File: config.mk
export PLATFORM = sky130hd
export DESIGN_NAME = mem_port_arbiter_flat
export DESIGN_NICKNAME = d
export VERILOG_FILES = /design/src/rtl/mem_port_arbiter_if.sv /design/src/rtl/mem_port_arbiter.sv /design/src/flat_wrapper.sv
export SDC_FILE = /design/constraint.sdc
export NUM_CORES = 1
export LEC_CHECK = 0
export ABC_CLOCK_PERIOD_IN_PS = 2800
export BUFFER_PORTS_ARGS = -buffer_cell sky130_fd_sc_hd__buf_2
export CORE_ASPECT_RATIO = 1.4
export CORE_MARGIN = 4
export CORE_UTILIZATION = 45
export CTS_CLUSTER_SIZE = 12
export DETAILED_ROUTE_END_ITERATION = 10
export PLACE_DENSITY_LB_ADDON = 0.08
export SLEW_MARGIN = 20
export SYNTH_ARGS = -nofsm -noshare
export SYNTH_HDL_FRONTEND = slang
export SYNTH_SLANG_ARGS = --single-unit
File: constraint.sdc
create_clock -name clk -period 2.8 [get_ports clk]
set_input_delay 0.14 -clock clk [delete_from_list [all_inputs] [get_ports clk]]
set_output_delay 0.14 -clock clk [all_outputs]
set_load 0.005 [all_outputs]
File: src/rtl/mem_port_arbiter_if.sv
// mem_port_arbiter_if: bundles the fetch, data and memory handshakes of the port arbiter.
// The slave view belongs to the arbiter. The master view is the surrounding
// pipeline and memory, which drive requests and memory responses.
interface mem_port_arbiter_if;
  // Fetch side
  logic        if_req;
  logic [31:0] if_addr;
  logic [31:0] if_rdata;
  logic        if_valid;
  // Data side
  logic        d_req;
  logic        d_we;
  logic [31:0] d_addr;
  logic [31:0] d_wdata;
  logic [3:0]  d_wstrb;
  logic [31:0] d_rdata;
  logic        d_valid;
  // Memory side
  logic        mem_req;
  logic        mem_we;
  logic [31:0] mem_addr;
  logic [31:0] mem_wdata;
  logic [3:0]  mem_wstrb;
  logic        mem_ready;
  logic        mem_rvalid;
  logic [31:0] mem_rdata;

  modport slave (
    input  if_req, if_addr, d_req, d_we, d_addr, d_wdata, d_wstrb,
    input  mem_ready, mem_rvalid, mem_rdata,
    output if_rdata, if_valid, d_rdata, d_valid,
    output mem_req, mem_we, mem_addr, mem_wdata, mem_wstrb
  );

  modport master (
    output if_req, if_addr, d_req, d_we, d_addr, d_wdata, d_wstrb,
    output mem_ready, mem_rvalid, mem_rdata,
    input  if_rdata, if_valid, d_rdata, d_valid,
    input  mem_req, mem_we, mem_addr, mem_wdata, mem_wstrb
  );
endinterface

File: src/rtl/mem_port_arbiter.sv
// mem_port_arbiter: shares the core's single memory port between instruction fetch and
// data access. One transaction in flight, data wins over fetch, all outputs registered.
// Optional fetch starvation guard: define ARB_FETCH_GUARD_EN to compile it in.
module mem_port_arbiter #(
  parameter int unsigned MAX_DATA_RUN = 4
) (
  input logic               clk,
  input logic               rst_n,
  mem_port_arbiter_if.slave bus
);

  typedef enum logic [1:0] {StIdle, StReq, StWait, StResp} state_e;

  state_e      state_q, state_d;
  logic        load_en;
  logic        rsp_en;
  logic        grant_data;
  logic        force_fetch;
  logic        gnt_data_q;
  logic        we_q;
  logic        mem_req_q;
  logic        if_valid_q;
  logic        d_valid_q;
  logic [31:0] addr_q;
  logic [31:0] wdata_q;
  logic [3:0]  wstrb_q;
  logic [31:0] if_rdata_q;
  logic [31:0] d_rdata_q;

  // The run counter is 4 bits wide, so larger limits could never be reached
  if ((MAX_DATA_RUN < 1) || (MAX_DATA_RUN > 15)) begin : g_bad_max_data_run
    $error("MAX_DATA_RUN must be in 1..15");
  end

`ifdef ARB_FETCH_GUARD_EN
  localparam logic [3:0] MaxRun = 4'(MAX_DATA_RUN);

  logic [3:0] run_q;

  assign force_fetch = bus.if_req && (run_q == MaxRun);

  // Count data grants that overtook a waiting fetch; any other grant restarts the run
  always_ff @(posedge clk or negedge rst_n) begin
    if (!rst_n) begin
      run_q <= '0;
    end else if (load_en) begin
      run_q <= (grant_data && bus.if_req) ? run_q + 4'd1 : 4'd0;
    end
  end
`else
  assign force_fetch = 1'b0;
`endif

  // Next-state logic and grant decision; requests are looked at only in idle
  always_comb begin
    state_d    = state_q;
    load_en    = 1'b0;
    grant_data = 1'b0;
    rsp_en     = 1'b0;
    unique case (state_q)
      StIdle: begin
        if (bus.d_req || bus.if_req) begin
          state_d    = StReq;
          load_en    = 1'b1;
          grant_data = bus.d_req && !force_fetch;
        end
      end
      StReq: begin
        if (bus.mem_ready) begin
          state_d = StWait;
        end
      end
      StWait: begin
        if (bus.mem_rvalid) begin
          state_d = StResp;
          rsp_en  = 1'b1;
        end
      end
      StResp: begin
        state_d = StIdle;
      end
      default: begin
        state_d = StIdle;
      end
    endcase
  end

  // State register
  always_ff @(posedge clk or negedge rst_n) begin
    if (!rst_n) begin
      state_q <= StIdle;
    end else begin
      state_q <= state_d;
    end
  end

  // Capture the granted request; reads never carry byte enables
  always_ff @(posedge clk or negedge rst_n) begin
    if (!rst_n) begin
      gnt_data_q <= 1'b0;
      we_q       <= 1'b0;
      addr_q     <= '0;
      wdata_q    <= '0;
      wstrb_q    <= '0;
    end else if (load_en) begin
      gnt_data_q <= grant_data;
      we_q       <= grant_data && bus.d_we;
      addr_q     <= (grant_data ? bus.d_addr : bus.if_addr) & 32'hFFFF_FFFC;
      wdata_q    <= grant_data ? bus.d_wdata : 32'h0;
      wstrb_q    <= (grant_data && bus.d_we) ? bus.d_wstrb : 4'h0;
    end
  end

  // Registered handshake outputs, computed from the upcoming state
  always_ff @(posedge clk or negedge rst_n) begin
    if (!rst_n) begin
      mem_req_q  <= 1'b0;
      if_valid_q <= 1'b0;
      d_valid_q  <= 1'b0;
    end else begin
      mem_req_q  <= (state_d == StReq);
      if_valid_q <= rsp_en && !gnt_data_q;
      d_valid_q  <= rsp_en && gnt_data_q;
    end
  end

  // Read data per side, held until that side's next response
  always_ff @(posedge clk or negedge rst_n) begin
    if (!rst_n) begin
      if_rdata_q <= '0;
      d_rdata_q  <= '0;
    end else if (rsp_en) begin
      if (gnt_data_q) begin
        d_rdata_q <= bus.mem_rdata;
      end else begin
        if_rdata_q <= bus.mem_rdata;
      end
    end
  end

  assign bus.mem_req   = mem_req_q;
  assign bus.mem_we    = we_q;
  assign bus.mem_addr  = addr_q;
  assign bus.mem_wdata = wdata_q;
  assign bus.mem_wstrb = wstrb_q;
  assign bus.if_valid  = if_valid_q;
  assign bus.if_rdata  = if_rdata_q;
  assign bus.d_valid   = d_valid_q;
  assign bus.d_rdata   = d_rdata_q;

endmodule

File: src/flat_wrapper.sv
// flat-port wrapper written by rule: the top's interface ports become plain ports
module mem_port_arbiter_flat 
#(
  parameter int unsigned MAX_DATA_RUN = 4
)
  (clk, rst_n, bus_if_req, bus_if_addr, bus_d_req, bus_d_we, bus_d_addr, bus_d_wdata, bus_d_wstrb, bus_mem_ready, bus_mem_rvalid, bus_mem_rdata, bus_if_rdata, bus_if_valid, bus_d_rdata, bus_d_valid, bus_mem_req, bus_mem_we, bus_mem_addr, bus_mem_wdata, bus_mem_wstrb);
  mem_port_arbiter_if bus_i ();
  input logic clk;
  input logic rst_n;
  input wire logic [$bits(bus_i.if_req)-1:0] bus_if_req;
  input wire logic [$bits(bus_i.if_addr)-1:0] bus_if_addr;
  input wire logic [$bits(bus_i.d_req)-1:0] bus_d_req;
  input wire logic [$bits(bus_i.d_we)-1:0] bus_d_we;
  input wire logic [$bits(bus_i.d_addr)-1:0] bus_d_addr;
  input wire logic [$bits(bus_i.d_wdata)-1:0] bus_d_wdata;
  input wire logic [$bits(bus_i.d_wstrb)-1:0] bus_d_wstrb;
  input wire logic [$bits(bus_i.mem_ready)-1:0] bus_mem_ready;
  input wire logic [$bits(bus_i.mem_rvalid)-1:0] bus_mem_rvalid;
  input wire logic [$bits(bus_i.mem_rdata)-1:0] bus_mem_rdata;
  output wire logic [$bits(bus_i.if_rdata)-1:0] bus_if_rdata;
  output wire logic [$bits(bus_i.if_valid)-1:0] bus_if_valid;
  output wire logic [$bits(bus_i.d_rdata)-1:0] bus_d_rdata;
  output wire logic [$bits(bus_i.d_valid)-1:0] bus_d_valid;
  output wire logic [$bits(bus_i.mem_req)-1:0] bus_mem_req;
  output wire logic [$bits(bus_i.mem_we)-1:0] bus_mem_we;
  output wire logic [$bits(bus_i.mem_addr)-1:0] bus_mem_addr;
  output wire logic [$bits(bus_i.mem_wdata)-1:0] bus_mem_wdata;
  output wire logic [$bits(bus_i.mem_wstrb)-1:0] bus_mem_wstrb;
  assign bus_i.if_req = bus_if_req;
  assign bus_i.if_addr = bus_if_addr;
  assign bus_i.d_req = bus_d_req;
  assign bus_i.d_we = bus_d_we;
  assign bus_i.d_addr = bus_d_addr;
  assign bus_i.d_wdata = bus_d_wdata;
  assign bus_i.d_wstrb = bus_d_wstrb;
  assign bus_i.mem_ready = bus_mem_ready;
  assign bus_i.mem_rvalid = bus_mem_rvalid;
  assign bus_i.mem_rdata = bus_mem_rdata;
  assign bus_if_rdata = bus_i.if_rdata;
  assign bus_if_valid = bus_i.if_valid;
  assign bus_d_rdata = bus_i.d_rdata;
  assign bus_d_valid = bus_i.d_valid;
  assign bus_mem_req = bus_i.mem_req;
  assign bus_mem_we = bus_i.mem_we;
  assign bus_mem_addr = bus_i.mem_addr;
  assign bus_mem_wdata = bus_i.mem_wdata;
  assign bus_mem_wstrb = bus_i.mem_wstrb;
  mem_port_arbiter #(.MAX_DATA_RUN(MAX_DATA_RUN)) u_core (.clk(clk), .rst_n(rst_n), .bus(bus_i));
endmodule
==> key figures, run 1 <==
CTS
  – CTS H-tree depth: 4
  – Post-cts sizing count: 0
  – Clk sink count: 137
  – Post-CTS Setup Inserts: 0
  – CTS tree: done
  – Root Driver: clkbuf_16
  – Inserted Clock Buffers: 17
  – CTS clk-pin slew, worst paths: 0.06 ns
  – Worst-Skew Late Latency: 0.41 ns
  – CTS max path bufs: 2
  – Post-CTS Hold Fix Bufs: 70

Power
  – Power share of the clock group: 26.5%
  – Combinational power share: 33.7%
  – Sw frac: 29.3%
  – Total chip power: 0.00850 W
  – PwrDens: 1040 nW/um^2
  – Internal Power: 0.00601 W
  – Maximum vdd ir drop: 0.630 mV
  – Sequential Power Share: 39.9%
  – Switch Pwr: 0.00249 W
  – Static Leak: 4.14 nW

Yosys
  – Yosys cell types: 24
  – Sequential element share of the synthesized area: 62.9%
  – Syn_area_per_cell: 16.2 sq um
  – Share of the synthesized area in the top cell type: 62.9%
  – Yosys top cell by area: dfrtp_1
  – Count leader, synth: dfrtp_1
  – Top cells by area, synth: dfrtp_1 63%, mux2_2 25%, a22o_1 5.3%, buf_6 1.4%, mux2_4 1.1%
  – Ys async rst share: 100%
  – Yosys warns: 0
  – Synth Flop Type: dfrtp_1
  – Most frequent cells after synthesis: 137 x dfrtp_1, 120 x mux2_2, 33 x a22o_1
  – Number of synthesized flops with an enable pin: 0
  – Synth Register Bits: 137
  – Synth Instances: 336
  – Post-synthesis cell area: 5450 sq um

Floorplan
  – Initial core utilization: 46.1%
  – Total Die Area: 14,000 sq um
  – Top-Level Pins: 275
  – CORE AREA: 11,800 sq um
  – Std-Cell Rows: 47
  – DIE HEIGHT: 138 um
  – Die W: 101 um

Placed design
  – Post-DP HPWL: 10,000 um
  – IO buf count: 268
  – DP Area: 6880 sq um
  – GPL Wtd Cong: 0.750

STA
  – Clock Skew: 0.00983 ns
  – Worst Tran Pin Value: 0.712 ns
  – Fmax: 0.604 GHz
  – Fin crit share: 59.1%
  – Post-route minimum period: 1.66 ns
  – Worst rel slew slack: 52.6%
  – Setup TNS: 0 ns
  – Slew Viols, Final: 0
  – Final setup fails: 0
  – Hold Vio Cnt, Final: 0
  – RSZ-0062 raised after global routing: false

Route
  – Starting DRT DRC Count: 70
  – DRC violations left: 0
  – Via count of the routed design: 4,085
  – Detailed Routing Iterations Pass 1: 4
  – Final wirelength: 14,200 um
  – Via-to-Cell Ratio: 4.87
  – Wire length per cell: 16.9 um
  – DRT antenna net count: 0

Flow run
  – Max Cap Violations: 0

Global routing
  – Largest net degree at the start of global routing: 75
  – Vias in the first global route: 4,502
  – Total congestion overflow: 0
  – All-Layer GR Usage: 20.6%
  – Initial antenna violation count: 1
  – Global-route wire length before repair: 22,400 um

Worst setup path
  – Worst EP required: 3.09 ns
  – WP data arrival: 1.94 ns
  – Worst setup EP type: register
  – Crit path kind: reg2reg
  – Setup crit start kind: register
  – Crit Path Max Fanout: 33

Hold path
  – HP Class: in2reg

Layout
  – Area grow syn2layout: 50.3%
  – Layout cells sized above 1: 62.7%
  – Finished Core Util: 69.3%
  – # nets final: 817
  – Design Area, Final: 8190 sq um

Outcome
  – Status: complete, no violations
-- sequential cells by signal, indices dropped and copies added (netlist names) --
| signal | cells |
|---|---|
| u_core.bus.mem_req | 1 |
| u_core.bus.if_rdata | 32 |
| u_core.state_q | 2 |
| u_core.bus.mem_addr | 30 |
| u_core.bus.mem_wdata | 32 |
| u_core.bus.mem_we | 1 |
| u_core.bus.mem_wstrb | 4 |
| u_core.bus.d_valid | 1 |
| u_core.bus.if_valid | 1 |
| u_core.gnt_data_q | 1 |
| u_core.bus.d_rdata | 32 |
-- layout make-up --
| type | count | area, sq um |
|---|---|---|
| Clock inverter | 13 | 168 |
| Tap cell | 147 | 184 |
| Sequential cell | 137 | 3430 |
| Antenna cell | 1 | 2.50 |
| Timing Repair Buffer | 344 | 2110 |
| Clock buffer | 19 | 433 |
| Multi-Input combinational cell | 177 | 1860 |
| Fill cell | 847 | 3630 |
| Inverter | 1 | 3.75 |
-- critical path, cell delays in order, from the launching register on --
cell and delay [ns]:
dfrtp_1 0.41, nand3b_1 0.22, nor2_4 0.09, buf_4 0.40
mux2_2 0.40
-- cells by family after synthesis --
kind of cell	Yosys count	synth area share (%)
compound gates	40	6.50
buf+inv	23	3.08
flops	137	62.9
mux	124	25.9
other cells	1	0.0689
simple gates	11	1.49
-- worst paths after layout --
kind	start	to	slack (ns)	cells after the start
max	u_core.state_q[0]$_DFF_PN0_	u_core.bus.if_rdata[31]$_DFFE_PN0P_	1.14	4
min	bus_d_we	u_core.bus.mem_we$_DFFE_PN0P_	0.04	2
max reg2reg	u_core.state_q[0]$_DFF_PN0_	u_core.bus.if_rdata[31]$_DFFE_PN0P_	1.14	4
min reg2reg	u_core.bus.d_rdata[2]$_DFFE_PN0P_	u_core.bus.d_rdata[2]$_DFFE_PN0P_	0.50	1
max in group asynchronous	rst_n	u_core.bus.mem_wdata[3]$_DFFE_PN0P_	1.72	3
min in group asynchronous	rst_n	u_core.bus.d_rdata[3]$_DFFE_PN0P_	0.32	2
-- through the flow --
step	instances	hold slack, ns	worst slack (ns)
floorplan	337	-0.156	1.41
global placement	736	0.200	1.15
detailed placement	736	0.207	1.10
CTS	838	0.0206	1.13
global route	838	0.0321	1.07
finish	839	0.0375	1.14
-- placed cells by master (no fill, tap or decap), types with 2 or more instances in the layout --
cell type and count:
inv_6 2, a32o_1 4, nand2_1 2, clkinv_4 3, conb_1 2, bufinv_16 3, dlygate4sd3_1 70, mux2_2 120
clkinv_2 3, buf_2 267, dfrtp_1 137, buf_4 5, clkbuf_1 2, mux2_4 4, clkbuf_16 17, a22o_1 33
-- power groups by stage --
stage	combinational (W)	sequential (W)	clock, W
6_report	0.00286	0.00339	0.00225
3_3_place_gp	0.00277	0.00337	0
2_1_floorplan	0.00139	0.00348	0
4_1_cts	0.00292	0.00339	0.00230
5_1_grt	0.00313	0.00350	0.00240
3_5_place_dp	0.00284	0.00341	0
-- layer usage --
| layer | part of all wire [%] | GRT usage (%) | vias up |
|---|---|---|---|
| li1 | - | - | 1908 |
| met1 | 36 | 22.6 | 1952 |
| met2 | 52 | 35.5 | 188 |
| met3 | 8.6 | 7.41 | 35 |
| met4 | 3.4 | 8.96 | 2 |
| met5 | 0.092 | 0 | - |
Power figures use the tool's default switching activity.
==> run 2: changes to the inputs <==
Settings changed: ABC_CLOCK_PERIOD_IN_PS 2800 to 1400, CORE_UTILIZATION 45 to 41.
Clock period 2.8 ns to 1.4 ns, I/O delays scaled along.
==> run 2 against run 1 <==
Net effect: via count grew 4.3%; global-route usage shrank 1.1 points; the flow now finishes with violations (setup timing); hold slack lost 0.016 ns; die area grew 9.1%; worst setup slack lost 1.2 ns; largest power group unchanged.
==> key figures, run 2 (synthesis results as in run 1) <==
Outcome
  – Status: complete, but fails checks
  – Violated checks: setup timing

CTS
  – CTS max path bufs: 2 (unchanged)
  – CTS H-tree depth: 4 (unchanged)
  – CTS clk-pin slew, worst paths: 0.06 ns (about the same)
  – Worst-Skew Late Latency: 0.41 ns (about the same)
  – Clk sink count: 137 (unchanged)
  – Root Driver: clkbuf_16
  – Inserted Clock Buffers: 17 (unchanged)
  – CTS tree: done

STA
  – Fin crit share: 103% (+44 points)
  – Post-route setup slack: -0.0451 ns (-1.19 ns)
  – Post-route minimum period: 1.45 ns (-0.210 ns)
  – Hold WS: 0.0212 ns (-0.0163 ns)
  – Fmax: 0.692 GHz (+15%)
  – Slew Viols, Final: 0 (unchanged)
  – RSZ-0062 raised after global routing: true
  – Hold Vio Cnt, Final: 0 (unchanged)
  – Clock Skew: 0.00718 ns (-0.00265 ns)
  – Final setup fails: 32 (+32)

Power
  – Sw frac: 29.4% (+0.047 points)
  – Switch Pwr: 0.00511 W (+110%)
  – Maximum vdd ir drop: 0.988 mV (+57%)
  – Power share of the clock group: 25.0% (-1.5 points)
  – Internal Power: 0.0123 W (+100%)
  – Combinational power share: 35.8% (+2.1 points)
  – Sequential Power Share: 39.2% (-0.7 points)
  – Static Leak: 4.28 nW (+3.5%)
  – PwrDens: 2050 nW/um^2 (+97%)

Floorplan
  – Top-Level Pins: 275 (unchanged)
  – DIE HEIGHT: 144 um (+4.5%)
  – CORE AREA: 12,900 sq um (+9.4%)
  – Die W: 105 um (+4.4%)
  – Total Die Area: 15,200 sq um (+9.1%)
  – Initial core utilization: 42.1% (-4.0 points)
  – Std-Cell Rows: 49 (+4.3%)

Hold path
  – Hold endpoint: u_core.bus.mem_addr[11]$_DFFE_PN0P_
  – Worst Hold Launch: bus_if_addr[11]
  – Hold path depth: 3 (+1)
  – HP Class: in2reg

Placed design
  – Post-DP HPWL: 10,800 um (+7.5%)
  – DP Cell Count: 780 (+6.0%)
  – GPL Wtd Cong: 0.849 (+13%)
  – IO buf count: 268 (unchanged)

Layout
  – Register area: 3430 sq um (unchanged)
  – Ant diodes: 0 (-1)
  – Most frequent cells in the layout: 267 x buf_2, 137 x dfrtp_1, 118 x mux2_2
  – Filler cell count: 998 (+18%)
  – # nets final: 835 (+2.2%)
  – Fin cells: 886 (+5.6%)
  – Multi-input combinational cell area: 1870 sq um (+0.54%)
  – Area grow syn2layout: 56.1%
  – Layout cells sized above 1: 63.6% (+0.90 points)
  – Most common cell after layout, fill and taps aside: buf_2

Route
  – Via count of the routed design: 4,260 (+4.3%)
  – DRC violations left: 0 (unchanged)
  – Starting DRT DRC Count: 74 (+5.7%)
  – Detailed Routing Iterations Pass 1: 4 (unchanged)
  – Final wirelength: 15,300 um (+7.7%)
  – Via-to-Cell Ratio: 4.81 (-1.2%)
  – DRT antenna net count: 0 (unchanged)
  – Wire length per cell: 17.3 um (+2.0%)

Worst setup path
  – Worst Reg-to-Reg Cells: 4 (unchanged)
  – Crit Path Max Fanout: 24 (-27%)
  – Setup crit start kind: register
  – Worst setup EP type: register
  – WP data arrival: 1.73 ns (-0.21 ns)
  – Reg2reg setup slack: -0.05 ns (-1.19 ns)
  – Crit path kind: reg2reg
  – RR Endpoint: u_core.bus.if_rdata[2]$_DFFE_PN0P_
  – Worst EP required: 1.68 ns (-1.41 ns)
  – Reg2reg start: u_core.state_q[0]$_DFF_PN0_

Global routing
  – All-Layer GR Usage: 19.5% (-1.1 points)
  – Largest net degree at the start of global routing: 49 (-35%)
  – Total congestion overflow: 0 (unchanged)
  – Global-route wire length before repair: 23,300 um (+3.9%)
  – Initial antenna violation count: 0 (-1)
  – Vias in the first global route: 4,684 (+4.0%)

Flow run
  – Max Cap Violations: 0 (unchanged)
==> run 2: cell types whose count changed in the layout (fill, tap and decap cells not counted), sizes merged <==
cell,change
buf,+14
dlygate4sd3,+2
diode,-1
clkbuf,+3
clkinv,+1
inv,-2
bufinv,-1
==> run 2: layout make-up <==
| type | count | share of cell area [%] |
|---|---|---|
| well taps | 178 | 2.62 |
| multi-input cells | 177 | 22.0 |
| clock buffers | 20 | 5.37 |
| clock inverters | 11 | 1.44 |
| inverters | 1 | 0.0442 |
| repair buffers | 362 | 28.2 |
| flip-flops and latches | 137 | 40.3 |
==> run 2: metal layers <==
metal | wire, um | GRT usage (%) | share of wire, % | up-vias
met3 | 1090 | 6.07 | 7.1 | 36
met4 | 537 | 9.74 | 3.5 | 0
met2 | 8160 | 34.6 | 53 | 186
li1 | - | - | - | 1940
met1 | 5520 | 21.1 | 36 | 2098
met5 | 0 | 0 | 0 | -
==> run 2: worst max path at each step <==
stage / slack (ns) / from / endpoint
after CTS: -0.06 / u_core.state_q[0]$_DFF_PN0_ / u_core.bus.if_rdata[2]$_DFFE_PN0P_
after detailed placement: -0.05 / u_core.state_q[0]$_DFF_PN0_ / u_core.bus.if_rdata[2]$_DFFE_PN0P_
after global routing: -0.1 / u_core.state_q[0]$_DFF_PN0_ / u_core.bus.if_rdata[18]$_DFFE_PN0P_
after floorplan: 0.01 / u_core.state_q[0]$_DFF_PN0_ / u_core.bus.if_rdata[10]$_DFFE_PN0P_
after global placement: -0.02 / u_core.state_q[0]$_DFF_PN0_ / u_core.bus.if_rdata[26]$_DFFE_PN0P_
final: -0.05 / u_core.state_q[0]$_DFF_PN0_ / u_core.bus.if_rdata[2]$_DFFE_PN0P_
==> run 2: repair_timing <==
action / CTS / global route
setup endpoints to repair: 32 / 74
setup buffers: 0 / 1
gates cloned: 0 / 2
hold buffers: 72 / 0
gates resized for setup: 0 / 4
endpoints found under the hold margin: 196 / 0
==> run 2: worst max-delay path, cell delays in order (launching register included) <==
cell      delay, ns
dfrtp_1        0.41
nand3b_1       0.23
nor2_4         0.14
buf_12         0.19
mux2_2         0.35
==> run 2: stage by stage <==
stage               setup TNS, ns  utilization [%]  instance area, sq um  setup slack (ns)  total power, W
finish                      -1.05             65.7                  8500           -0.0451          0.0174
floorplan                       0                -                  5450            0.0149         0.00975
global placement           -0.481             55.1                  7130           -0.0174          0.0126
detailed placement          -1.27             55.1                  7130           -0.0518          0.0128
CTS                         -1.48             65.2                  8430           -0.0605          0.0174
global route                -4.02             65.7                  8500           -0.0988          0.0184
==> run 2: power groups by stage <==
stage	Combinational, W	Sequential [W]	Clock, W
6_report	0.00622	0.00682	0.00436
3_3_place_gp	0.00583	0.00681	0
3_5_place_dp	0.00598	0.00685	0
4_1_cts	0.00613	0.00683	0.00448
2_1_floorplan	0.00278	0.00697	0
5_1_grt	0.00674	0.00705	0.00466
==> run 3: changes to the inputs <==
Settings changed: RECOVER_POWER set to 25.
==> run 3 against run 2 <==
Net effect: the run still ends with setup timing left; routed wire length hardly changed; sequential cell count unchanged; count of clock-buffer cells in the layout is the same; via count is 0.12% higher; global-route usage unchanged; non-clock buffer count unchanged; die area unchanged; largest cell class unchanged; clock power hardly changed; combinational power hardly changed; total power about the same; cell count unchanged.
==> key figures, run 3 (synthesis results as in run 1) <==
STA
  – RSZ-0062 raised after global routing: true
  – Worst Tran Pin Value: 1.12 ns
  – Worst rel slew slack: 25.3%
  – Slew Viols, Final: 0 (unchanged)
  – Hold Vio Cnt, Final: 0 (unchanged)
  – Final setup fails: 34 (+6.3%)
  – Post-route setup slack: -0.0475 ns (-0.00241 ns)
  – Fmax: 0.691 GHz (-0.17%)
  – Clock Skew: 0.00734 ns (+0.000151 ns)
  – Fin crit share: 103% (+0.17 points)
  – Post-route minimum period: 1.45 ns (+0.00241 ns)

Layout
  – Area grow syn2layout: 55.8%
  – Filler cell count: 1,000 (+0.20%)
  – Design Area, Final: 8480 sq um (-0.19%)
  – Most frequent cells in the layout: 268 x buf_2, 137 x dfrtp_1, 118 x mux2_2
  – Ant diodes: 0 (unchanged)
  – Most common cell after layout, fill and taps aside: buf_2
  – # nets final: 835 (unchanged)
  – Layout cells sized above 1: 63.6% (unchanged)

Worst setup path
  – WP data arrival: 1.73 ns (about the same)
  – RR Endpoint: u_core.bus.if_rdata[2]$_DFFE_PN0P_
  – Worst setup EP type: register
  – Crit Path Max Fanout: 24 (unchanged)
  – Crit path kind: reg2reg
  – Setup crit start kind: register
  – Reg2reg setup slack: -0.05 ns (about the same)
  – Worst EP required: 1.68 ns (about the same)
  – Critical Path End: u_core.bus.if_rdata[2]$_DFFE_PN0P_
  – Critical Path Start: u_core.state_q[0]$_DFF_PN0_
  – Worst Reg-to-Reg Cells: 4 (unchanged)
  – Reg2reg start: u_core.state_q[0]$_DFF_PN0_

CTS
  – CTS clk-pin slew, worst paths: 0.06 ns (about the same)
  – CTS tree: done
  – Worst-Skew Late Latency: 0.41 ns (about the same)
  – CTS H-tree depth: 4 (unchanged)
  – Inserted Clock Buffers: 17 (unchanged)
  – Root Driver: clkbuf_16
  – CTS max path bufs: 2 (unchanged)
  – Clk sink count: 137 (unchanged)

Global routing
  – Total congestion overflow: 0 (unchanged)
  – Global-route wire length before repair: 23,300 um (unchanged)
  – Vias in the first global route: 4,684 (unchanged)
  – Largest net degree at the start of global routing: 49 (unchanged)
  – All-Layer GR Usage: 19.5% (unchanged)
  – Initial antenna violation count: 0 (unchanged)

Route
  – Via-to-Cell Ratio: 4.81 (+0.12%)
  – Final wirelength: 15,300 um (about the same)
  – Max layer used: met4
  – Starting DRT DRC Count: 74 (unchanged)
  – DRC violations left: 0 (unchanged)
  – Via count of the routed design: 4,265 (+0.12%)
  – Wire length per cell: 17.3 um (about the same)
  – Detailed Routing Iterations Pass 1: 4 (unchanged)
  – DR WL met3: 1090 um (+0.46%)
  – Metal2 WL: 8190 um (+0.31%)
  – M1 WL: 5480 um (-0.63%)
  – DRT antenna net count: 0 (unchanged)

Power
  – Static Leak: 4.27 nW (-0.14%)
  – PwrDens: 2050 nW/um^2 (+0.16%)
  – Maximum vdd ir drop: 0.988 mV (about the same)

Outcome
  – Status: complete, but fails checks
  – Violated checks: setup timing

Placed design
  – IO buf count: 268 (unchanged)
  – Post-DP HPWL: 10,800 um (unchanged)
  – Place WS: -0.0518 ns (unchanged)
  – GPL Wtd Cong: 0.849 (unchanged)
  – DP Area: 7130 sq um (unchanged)

Floorplan
  – Total Die Area: 15,200 sq um (unchanged)
  – DIE HEIGHT: 144 um (unchanged)
  – Initial core utilization: 42.1% (unchanged)
  – Top-Level Pins: 275 (unchanged)
  – Die W: 105 um (unchanged)
  – CORE AREA: 12,900 sq um (unchanged)
  – Std-Cell Rows: 49 (unchanged)

Hold path
  – HP Class: in2reg

Flow run
  – Max Cap Violations: 0 (unchanged)
run 3: stage by stage:
step | hold slack (ns) | cells | total power, W | utilization, % | TNS, ns
after global routing | 0.0114 | 886 | 0.0184 | 65.6 | -5.03
after CTS | 0.00246 | 883 | 0.0174 | 65.2 | -1.48
after floorplan | -0.226 | 337 | 0.00975 | - | 0
after global placement | 0.0363 | 780 | 0.0126 | 55.1 | -0.481
after detailed placement | 0.0412 | 780 | 0.0128 | 55.1 | -1.27
final | 0.0210 | 886 | 0.0174 | 65.6 | -1.04
run 3: report_power, final:
part / switching (W) / internal (W)
logic: 0.00249 / 0.00373
clock network: 0.00165 / 0.00271
registers: 0.000977 / 0.00585
run 3: routing by layer:
layer / vias up / track usage (%)
li1: 1939 / -
met1: 2103 / 21.1
met2: 187 / 34.6
met3: 36 / 6.07
met4: 0 / 9.74
met5: - / 0
run 3: final cells by class:
cell class / instances / area (sq um) / share of cell area (%)
Inverter: 1 / 3.75 / 0.0442
Tap cell: 178 / 223 / 2.63
Multi-Input combinational cell: 177 / 1870 / 22.1
Sequential cell: 137 / 3430 / 40.4
Clock buffer: 20 / 457 / 5.38
Clock inverter: 11 / 123 / 1.45
Timing Repair Buffer: 362 / 2380 / 28.0
run 3: how the worst min path moves through the flow:
stage | start | endpoint | slack [ns] | cells after the start
3_3_place_gp | rst_n | u_core.bus.d_rdata[6]$_DFFE_PN0P_ | 0.04 | 1
5_1_grt | bus_if_addr[11] | u_core.bus.mem_addr[11]$_DFFE_PN0P_ | 0.01 | 3
6_report | bus_if_addr[11] | u_core.bus.mem_addr[11]$_DFFE_PN0P_ | 0.02 | 3
3_5_place_dp | rst_n | u_core.bus.d_rdata[3]$_DFFE_PN0P_ | 0.04 | 1
4_1_cts | bus_if_addr[16] | u_core.bus.mem_addr[16]$_DFFE_PN0P_ | 0.002 | 3
2_1_floorplan | rst_n | u_core.bus.d_rdata[0]$_DFFE_PN0P_ | -0.23 | 0
run 3: worst max-delay path, cell delays in order, from the launching register on:
cell and delay, ns:
dfrtp_1 0.41, nand3b_1 0.23, nor2_4 0.14, buf_12 0.19
mux2_2 0.36
run 3: timing repair:
item / in CTS / in global routing
gates cloned: 0 / 2
resized for setup: 0 / 4
buffers inserted: 0 / 1
endpoints found under the hold margin: 196 / 0
hold buffers: 72 / 0
endpoints found under the setup margin: 32 / 74
